===== src/rtl/sprite_pkg.sv =====
`default_nettype none
// ============================================================================
// Package  : sprite_pkg
// Purpose  : Shared types, default sizes and the image-size check for the
//            sprite RAM loader.
// Revision : 1.0 - initial release
// ============================================================================
package sprite_pkg;

    localparam int ADDR_W    = 15;
    localparam int DATA_W    = 8;
    localparam int MAX_WORDS = 32768;
    localparam int DIM_W     = 11;

    typedef enum logic [2:0] {
        ST_IDLE    = 3'd0,
        ST_RUN     = 3'd1,
        ST_GET_CNT = 3'd2,
        ST_GET_VAL = 3'd3,
        ST_EXPAND  = 3'd4
    } state_t;

    typedef struct packed {
        logic [2:0] r;
        logic [2:0] g;
        logic [1:0] b;
    } pixel_t;

    // Only evaluated once per start command, so a full multiply is fine here.
    function automatic logic area_exceeds(input logic [DIM_W-1:0] w,
                                          input logic [DIM_W-1:0] h,
                                          input int               max_words);
        logic [2*DIM_W-1:0] area;
        area = {{DIM_W{1'b0}}, w} * {{DIM_W{1'b0}}, h};
        return 32'(area) > max_words;
    endfunction

endpackage
`default_nettype wire


===== src/rtl/sprite_mem_loader_if.sv =====
`default_nettype none
// ============================================================================
// Interface : sprite_mem_loader_if
// Purpose   : Pixel byte stream (valid/ready) plus sprite RAM port-A write bus.
// Revision  : 1.0 - initial release
// ============================================================================
interface sprite_mem_loader_if #(
    parameter int ADDR_W = sprite_pkg::ADDR_W,
    parameter int DATA_W = sprite_pkg::DATA_W
);
    import sprite_pkg::*;

    logic [DATA_W-1:0] s_data;
    logic              s_valid;
    logic              s_ready;
    logic [ADDR_W-1:0] mem_addr;
    logic [DATA_W-1:0] mem_data;
    logic              mem_we;

    // master is the loader: it consumes the stream and drives the RAM port
    modport master (
        input  s_data,
        input  s_valid,
        output s_ready,
        output mem_addr,
        output mem_data,
        output mem_we
    );

    modport slave (
        output s_data,
        output s_valid,
        input  s_ready,
        input  mem_addr,
        input  mem_data,
        input  mem_we
    );

endinterface
`default_nettype wire


===== src/rtl/sprite_addr_gen.sv =====
`default_nettype none
// ============================================================================
// Module   : sprite_addr_gen
// Purpose  : Row-major x/y/address counters with clear, step and last-pixel
//            flag; the address is kept incrementally so no multiplier is used.
// Revision : 1.0 - initial release
// ============================================================================
module sprite_addr_gen #(
    parameter int ADDR_W = sprite_pkg::ADDR_W,
    parameter int DIM_W  = sprite_pkg::DIM_W
) (
    input  wire logic              clk,
    input  wire logic              rst,
    input  wire logic              i_clear,
    input  wire logic              i_step,
    input  wire logic [DIM_W-1:0]  i_width,
    input  wire logic [DIM_W-1:0]  i_height,
    output logic      [DIM_W-1:0]  o_x,
    output logic      [DIM_W-1:0]  o_y,
    output logic      [ADDR_W-1:0] o_addr,
    output logic                   o_last
);
    import sprite_pkg::*;

    localparam logic [DIM_W-1:0]  c_one_dim  = DIM_W'(1);
    localparam logic [ADDR_W-1:0] c_one_addr = ADDR_W'(1);

    logic [DIM_W-1:0]  r_x;
    logic [DIM_W-1:0]  r_y;
    logic [ADDR_W-1:0] r_addr;
    logic              w_row_end;

    assign w_row_end = (r_x == (i_width - c_one_dim));

    always_ff @(posedge clk) begin
        if (rst || i_clear) begin
            r_x    <= '0;
            r_y    <= '0;
            r_addr <= '0;
        end else if (i_step) begin
            r_addr <= r_addr + c_one_addr;
            if (w_row_end) begin
                r_x <= '0;
                r_y <= r_y + c_one_dim;
            end else begin
                r_x <= r_x + c_one_dim;
            end
        end
    end

    assign o_x    = r_x;
    assign o_y    = r_y;
    assign o_addr = r_addr;
    assign o_last = w_row_end && (r_y == (i_height - c_one_dim));

endmodule
`default_nettype wire


===== src/rtl/sprite_mem_loader.sv =====
`default_nettype none
// ============================================================================
// Module   : sprite_mem_loader
// Purpose  : Writes an RRRGGGBB byte stream row-major into sprite RAM port A.
//            Define SPRITE_RLE_EN to accept {count, value} run-length pairs.
// Revision : 1.0 - initial release
// ============================================================================
module sprite_mem_loader #(
    parameter int ADDR_W    = sprite_pkg::ADDR_W,
    parameter int DATA_W    = sprite_pkg::DATA_W,
    parameter int MAX_WORDS = sprite_pkg::MAX_WORDS
) (
    input  wire logic                          clk,
    input  wire logic                          rst,
    input  wire logic                          start,
    input  wire logic [sprite_pkg::DIM_W-1:0]  width,
    input  wire logic [sprite_pkg::DIM_W-1:0]  height,
    sprite_mem_loader_if.master                bus,
    output logic                               busy,
    output logic                               done,
    output logic                               err,
    output logic      [sprite_pkg::DIM_W-1:0]  cur_x,
    output logic      [sprite_pkg::DIM_W-1:0]  cur_y
);
    import sprite_pkg::*;

`ifdef SPRITE_RLE_EN
    localparam int              REM_W        = DATA_W + 1;
    localparam logic [REM_W-1:0] c_one_rem   = REM_W'(1);
    localparam logic [REM_W-1:0] c_full_run  = {1'b1, {DATA_W{1'b0}}};
    localparam state_t          c_load_state = ST_GET_CNT;
`else
    localparam state_t          c_load_state = ST_RUN;
`endif

    state_t            r_state;
    logic [DIM_W-1:0]  r_width;
    logic [DIM_W-1:0]  r_height;
    logic              r_we;
    logic              r_done;
    logic              r_err;
    logic [ADDR_W-1:0] r_mem_addr;
    logic [DATA_W-1:0] r_mem_data;

    logic              w_accept;
    logic              w_start_ok;
    logic              w_empty;
    logic              w_too_big;
    logic              w_emit;
    logic [DATA_W-1:0] w_emit_data;
    logic              w_last;
    logic [ADDR_W-1:0] w_addr;
    logic [DIM_W-1:0]  w_x;
    logic [DIM_W-1:0]  w_y;

    assign w_accept   = bus.s_valid & bus.s_ready;
    assign w_start_ok = start && (r_state == ST_IDLE);
    assign w_empty    = (width == '0) || (height == '0);
    assign w_too_big  = area_exceeds(width, height, MAX_WORDS);

`ifdef SPRITE_RLE_EN
    logic [REM_W-1:0]  r_rem;
    logic [DATA_W-1:0] r_val;

    // The value byte itself produces the first pixel; EXPAND produces the rest.
    assign bus.s_ready = (r_state == ST_GET_CNT) || (r_state == ST_GET_VAL);
    assign w_emit      = ((r_state == ST_GET_VAL) && w_accept) || (r_state == ST_EXPAND);
    assign w_emit_data = (r_state == ST_EXPAND) ? r_val : bus.s_data;
`else
    assign bus.s_ready = (r_state == ST_RUN);
    assign w_emit      = w_accept;
    assign w_emit_data = bus.s_data;
`endif

    sprite_addr_gen #(
        .ADDR_W (ADDR_W),
        .DIM_W  (DIM_W)
    ) u_addr_gen (
        .clk      (clk),
        .rst      (rst),
        .i_clear  (w_start_ok),
        .i_step   (w_emit),
        .i_width  (r_width),
        .i_height (r_height),
        .o_x      (w_x),
        .o_y      (w_y),
        .o_addr   (w_addr),
        .o_last   (w_last)
    );

    always_ff @(posedge clk) begin
        if (rst) begin
            r_state    <= ST_IDLE;
            r_width    <= '0;
            r_height   <= '0;
            r_we       <= 1'b0;
            r_done     <= 1'b0;
            r_err      <= 1'b0;
            r_mem_addr <= '0;
            r_mem_data <= '0;
`ifdef SPRITE_RLE_EN
            r_rem      <= '0;
            r_val      <= '0;
`endif
        end else begin
            r_we   <= 1'b0;
            r_done <= 1'b0;

            if (w_emit) begin
                r_we       <= 1'b1;
                r_mem_addr <= w_addr;
                r_mem_data <= w_emit_data;
            end

            case (r_state)
                ST_IDLE: begin
                    if (start) begin
                        r_width  <= width;
                        r_height <= height;
                        r_err    <= 1'b0;
                        if (w_empty) begin
                            r_done <= 1'b1;
                        end else if (w_too_big) begin
                            r_err  <= 1'b1;
                            r_done <= 1'b1;
                        end else begin
                            r_state <= c_load_state;
                        end
                    end
                end
`ifndef SPRITE_RLE_EN
                ST_RUN: begin
                    if (w_accept && w_last) begin
                        r_done  <= 1'b1;
                        r_state <= ST_IDLE;
                    end
                end
`else
                ST_GET_CNT: begin
                    if (w_accept) begin
                        r_rem   <= (bus.s_data == '0) ? c_full_run : REM_W'(bus.s_data);
                        r_state <= ST_GET_VAL;
                    end
                end
                ST_GET_VAL, ST_EXPAND: begin
                    if (w_emit) begin
                        if (r_state == ST_GET_VAL) begin
                            r_val <= bus.s_data;
                        end
                        r_rem <= r_rem - c_one_rem;
                        // Image full: pixels still owed by this run are dropped.
                        if (w_last) begin
                            r_done  <= 1'b1;
                            r_state <= ST_IDLE;
                            if (r_rem != c_one_rem) begin
                                r_err <= 1'b1;
                            end
                        end else if (r_rem == c_one_rem) begin
                            r_state <= ST_GET_CNT;
                        end else begin
                            r_state <= ST_EXPAND;
                        end
                    end
                end
`endif
                default: r_state <= ST_IDLE;
            endcase
        end
    end

    assign bus.mem_we   = r_we;
    assign bus.mem_addr = r_mem_addr;
    assign bus.mem_data = r_mem_data;
    assign busy         = (r_state != ST_IDLE);
    assign done         = r_done;
    assign err          = r_err;
    assign cur_x        = w_x;
    assign cur_y        = w_y;

endmodule
`default_nettype wire


===== src/flat_wrapper.sv =====
// flat-port wrapper written by rule: the top's interface ports become plain ports
module sprite_mem_loader_flat import sprite_pkg::*;
#(
    parameter int ADDR_W    = sprite_pkg::ADDR_W,
    parameter int DATA_W    = sprite_pkg::DATA_W,
    parameter int MAX_WORDS = sprite_pkg::MAX_WORDS
)
  (clk, rst, start, width, height, busy, done, err, cur_x, cur_y, bus_s_data, bus_s_valid, bus_s_ready, bus_mem_addr, bus_mem_data, bus_mem_we);
  sprite_mem_loader_if #(.ADDR_W(ADDR_W), .DATA_W(DATA_W)) bus_i ();
  input  wire logic clk;
  input  wire logic rst;
  input  wire logic start;
  input  wire logic [sprite_pkg::DIM_W-1:0] width;
  input  wire logic [sprite_pkg::DIM_W-1:0] height;
  output logic busy;
  output logic done;
  output logic err;
  output logic      [sprite_pkg::DIM_W-1:0] cur_x;
  output logic      [sprite_pkg::DIM_W-1:0] cur_y;
  input wire logic [$bits(bus_i.s_data)-1:0] bus_s_data;
  input wire logic [$bits(bus_i.s_valid)-1:0] bus_s_valid;
  output wire logic [$bits(bus_i.s_ready)-1:0] bus_s_ready;
  output wire logic [$bits(bus_i.mem_addr)-1:0] bus_mem_addr;
  output wire logic [$bits(bus_i.mem_data)-1:0] bus_mem_data;
  output wire logic [$bits(bus_i.mem_we)-1:0] bus_mem_we;
  assign bus_i.s_data = bus_s_data;
  assign bus_i.s_valid = bus_s_valid;
  assign bus_s_ready = bus_i.s_ready;
  assign bus_mem_addr = bus_i.mem_addr;
  assign bus_mem_data = bus_i.mem_data;
  assign bus_mem_we = bus_i.mem_we;
  sprite_mem_loader #(.ADDR_W(ADDR_W), .DATA_W(DATA_W), .MAX_WORDS(MAX_WORDS)) u_core (.clk(clk), .rst(rst), .start(start), .width(width), .height(height), .bus(bus_i), .busy(busy), .done(done), .err(err), .cur_x(cur_x), .cur_y(cur_y));
endmodule

===== config.mk =====
export PLATFORM = sky130hd
export DESIGN_NAME = sprite_mem_loader_flat
export DESIGN_NICKNAME = d
export VERILOG_FILES = /design/src/rtl/sprite_pkg.sv /design/src/rtl/sprite_mem_loader_if.sv /design/src/rtl/sprite_addr_gen.sv /design/src/rtl/sprite_mem_loader.sv /design/src/flat_wrapper.sv
export SDC_FILE = /design/constraint.sdc
export NUM_CORES = 1
export LEC_CHECK = 0
export ABC_AREA = 1
export BUFFER_PORTS_ARGS = -buffer_cell sky130_fd_sc_hd__buf_2
export CORE_AREA = 4 4 179 181
export CTS_CLUSTER_DIAMETER = 50
export DETAILED_ROUTE_END_ITERATION = 8
export DIE_AREA = 0 0 183 185
export MAX_ROUTING_LAYER = met4
export SLEW_MARGIN = 40
export SYNTH_ARGS = -nofsm -noshare
export SYNTH_HDL_FRONTEND = slang
export SYNTH_HIERARCHICAL = 1
export SYNTH_SLANG_ARGS = --single-unit

===== constraint.sdc =====
create_clock -name clk -period 16.04 [get_ports clk]
set_clock_uncertainty 0.1 [all_clocks]
set_input_delay 4.812 -clock clk [delete_from_list [all_inputs] [get_ports clk]]
set_output_delay 4.812 -clock clk [all_outputs]
set_load 0.05 [all_outputs]

==> out/metrics.json <==
{
  "finish": {
    "area_growth_syn_to_layout_pct": 12.1,
    "layout_commonest_cell": "sky130_fd_sc_hd__nand2_1",
    "mostFrequentLayoutCells": "sky130_fd_sc_hd__nand2_1 (348), sky130_fd_sc_hd__inv_1 (276), sky130_fd_sc_hd__nor2_1 (160), sky130_fd_sc_hd__dfxtp_1 (86), sky130_fd_sc_hd__buf_2 (83)",
    "nNetsFinal": 1575,
    "antenna_cells_inserted": 0,
    "final_util_pct": 33.2,
    "final_layout_size_suffix_gt1_share_pct": 10.1,
    "final_area_sq_mm": 0.0101
  },
  "flow_run": {
    "maxCapViolations": 0
  },
  "clocking": {
    "cts_clk_pin_slew_worst_paths_ns": 0.06,
    "longest_clk_path_bufs": 2,
    "cts-htree-levels": 3,
    "cts_tree": "done",
    "clkLatencyLatePin_ns": 0.33,
    "cts_inserted_buffers": 9,
    "ctsHoldBuffers": 0,
    "numClockSinks": 86,
    "clock_tree.root_cell": "sky130_fd_sc_hd__clkbuf_16",
    "cts.repair.resized": 0,
    "post_cts.repair.setup_buffers": 0
  },
  "floorplanning": {
    "die_area_sq_mm": 0.0339,
    "core_area_sq_mm": 0.0304,
    "chipHeight_microns": 185,
    "die_width_microns": 183,
    "row_count": 64,
    "start_util_pct": 29.7,
    "io_pins": 84
  },
  "synthesis": {
    "post_synth_mux_area_share_pct": 0,
    "post_synth_and_or_nand_nor_area_fraction_pct": 30.7,
    "synth-compound-area-share_pct": 5.41,
    "synth_seq_cells": 86,
    "mappedNetlistNets": 1521,
    "synth-adder-area-share_pct": 26.8,
    "number_of_synthesis_warnings": 6,
    "netlist_instances": 1342,
    "netlist-cell-type-count": 39,
    "syn-mean-instance-area_sq_um": 6.72,
    "synth_top_family_by_area": "simple AND/OR/NAND/NOR gates",
    "seq_area_frac_synth_pct": 19.1,
    "synth_xor_area_share_pct": 3.99,
    "synth_area_sq_mm": 0.00902
  },
  "setup_path": {
    "worst_path_dominant_cell_family": "adder cells",
    "critPathArrivalTime_ns": 9.80,
    "worstPathMaxFanout": 13,
    "worst_setup_path_end_kind": "flip-flop",
    "timing.critical_path.slowest_cell_delay_ns": 0.56,
    "crit_path_start": "width[0]",
    "worstReg2RegStart": "u_core/r_state[0]$_SDFFE_PP0P_",
    "worst_path_most_repeated_cell": "sky130_fd_sc_hd__nand2_1",
    "critPathLaunchType": "input pin",
    "timing.setup.critical_path_class": "input pin to flip-flop",
    "worstPathBufferInverterCount": 5,
    "critical-path-slowest-cell": "sky130_fd_sc_hd__fa_1",
    "data_required_time_at_the_worst_endpoint_ns": 16.21
  },
  "placement": {
    "place.port_buffers": 83,
    "hpwl_mm": 18.3,
    "dpl_cell_area_sq_mm": 0.00977,
    "finalWeightedCongestion": 0.851
  },
  "power": {
    "p_sw_share_pct": 50.1,
    "power.switching_w": 0.000725,
    "power.ir.vdd_worst_mv": 0.0702,
    "clkPwrFrac_pct": 16.6,
    "internal_power_consumption_w": 0.000723,
    "post-layout-total-power_w": 0.00145,
    "power_frac_seq_pct": 16.8,
    "pwr_density_cell_mw_per_mm2": 143,
    "p_leak_nw": 5.42,
    "power.combinational.fraction_pct": 66.6
  },
  "timing": {
    "slew_headroom_pct": 49.9,
    "grt_setup_unrepaired": "no",
    "timing.final.setup_violations": 0,
    "timing.final.crit_period_ns": 9.63,
    "final.setup.tns_ns": 0,
    "worst_max_slew_pin_slew_ns": 0.750,
    "layout_worst_path_cycle_share_pct": 60.1,
    "fmax_ghz": 0.104,
    "final-max-slew-violation-count": 0,
    "hold_viol_final": 0
  },
  "global_route": {
    "grt-ovfl-total": 0,
    "grt_max_degree": 48,
    "first_global_vias": 8143,
    "overall_track_demand_over_capacity_in_global_routing_pct": 14.5,
    "first_pass_grt_wire_length_mm": 39.8,
    "antenna_found_initial": 0
  },
  "detailed_routing": {
    "avgViaCountPerCell": 4.56,
    "drt_iter0_drc": 452,
    "vias": 8195,
    "drt_pre_antenna_iters": 5,
    "drc": 0,
    "ant_nets": 0,
    "wl_per_cell_microns": 13.0,
    "routed_wirelength_mm": 23.3
  },
  "worst_hold_path": {
    "holdCritPathClass": "flip-flop to flip-flop",
    "min-delay-start": "u_core/u_addr_gen/o_addr[14]$_SDFFE_PP0P_"
  },
  "status": {
    "run_status": "completed"
  }
}
==> cell type report <==
class                           instances  area (sq um)
Clock inverter                          6           109
Timing Repair Buffer                   86           438
Sequential cell                        86          1720
Fill cell                            3336         20300
Clock buffer                           10           239
Tap cell                              396           495
Inverter                              287          1080
Multi-Input combinational cell        926          6030
==> flip-flops by register name, summed over array words and instances (netlist names) <==
register                  flops
u_core/done                   1
u_core/err                    1
u_core/bus.mem_we             1
u_core/r_width               11
u_core/u_addr_gen/o_y        11
u_core/bus.mem_addr          15
u_core/bus.mem_data           8
u_core/r_state                1
u_core/u_addr_gen/o_addr     15
u_core/r_height              11
u_core/u_addr_gen/o_x        11
==> synth_stat cells, drive strengths merged <==
cell type / number / area (sq um)
nor4: 5 / 31.3
o21bai: 1 / 7.51
dfxtp: 86 / 1720
inv: 285 / 1070
clkinv: 2 / 7.51
o211ai: 1 / 7.51
nand3b: 5 / 37.5
nor2: 170 / 678
a21oi: 33 / 173
and2: 3 / 18.8
nand2: 358 / 1370
nor3: 23 / 130
fa: 80 / 1600
buf: 7 / 56.3
nand3: 55 / 303
or2: 1 / 6.26
nor3b: 4 / 35.0
o41ai: 2 / 17.5
clkbuf: 36 / 135
ha: 65 / 813
nand4: 26 / 163
xor2: 26 / 228
xnor2: 10 / 87.6
xnor3: 2 / 45.0
a31oi: 2 / 12.5
o21ai: 54 / 270
==> worst paths after layout <==
check | end | slack, ns | cells after the start
max | u_core/r_state[0]$_SDFFE_PP0P_ | 6.41 | 26
min | u_core/u_addr_gen/o_addr[14]$_SDFFE_PP0P_ | 0.36 | 2
max reg2reg | u_core/u_addr_gen/o_x[10]$_SDFFE_PP0P_ | 13.47 | 11
min reg2reg | u_core/u_addr_gen/o_addr[14]$_SDFFE_PP0P_ | 0.36 | 2
==> layer usage <==
| metal | part of all wire (%) | track usage [%] |
|---|---|---|
| met4 | 0.98 | 2.18 |
| met2 | 47 | 24.0 |
| met1 | 48 | 19.5 |
| met5 | 0 | - |
| met3 | 3.7 | 1.77 |
==> logic make-up (layout without fill, tap and decap cells) <==
family          count (synthesis)  in the layout
simple gates                  650            650
compound gates                 93             93
xor+xnor                       38             38
fa+ha+maj                     145            145
buf+inv                       330            389
flops                          86             86
==> worst register-to-register path, cell delays in order (launching register included) <==
cell and delay, ns:
sky130_fd_sc_hd__dfxtp_1 0.44, sky130_fd_sc_hd__nand2_1 0.14, sky130_fd_sc_hd__clkinv_2 0.51, sky130_fd_sc_hd__nand2_1 0.20
sky130_fd_sc_hd__nor2_2 0.17, sky130_fd_sc_hd__inv_2 0.06, sky130_fd_sc_hd__nor3_2 0.20, sky130_fd_sc_hd__nand3_1 0.17
sky130_fd_sc_hd__nor3_2 0.18, sky130_fd_sc_hd__nand2_1 0.09, sky130_fd_sc_hd__xor2_1 0.14, sky130_fd_sc_hd__nor2_1 0.05
==> power groups by stage <==
stage	sequential (W)	clock (W)	combinational, W
global route	0.000246	0.000256	0.00113
detailed placement	0.000249	0	0.000961
floorplan	0.000278	0	0.000722
finish	0.000244	0.000240	0.000964
global placement	0.000249	0	0.000958
CTS	0.000244	0.000247	0.000970
==> per-stage QoR <==
stage	std cells	hold slack, ns	setup WS, ns
floorplan	1342	0.336	6.50
global placement	1781	0.349	6.08
detailed placement	1781	0.353	6.04
CTS	1797	0.362	6.38
global route	1797	0.372	6.07
finish	1797	0.358	6.41
No activity file was read; power rests on OpenSTA's default activity.
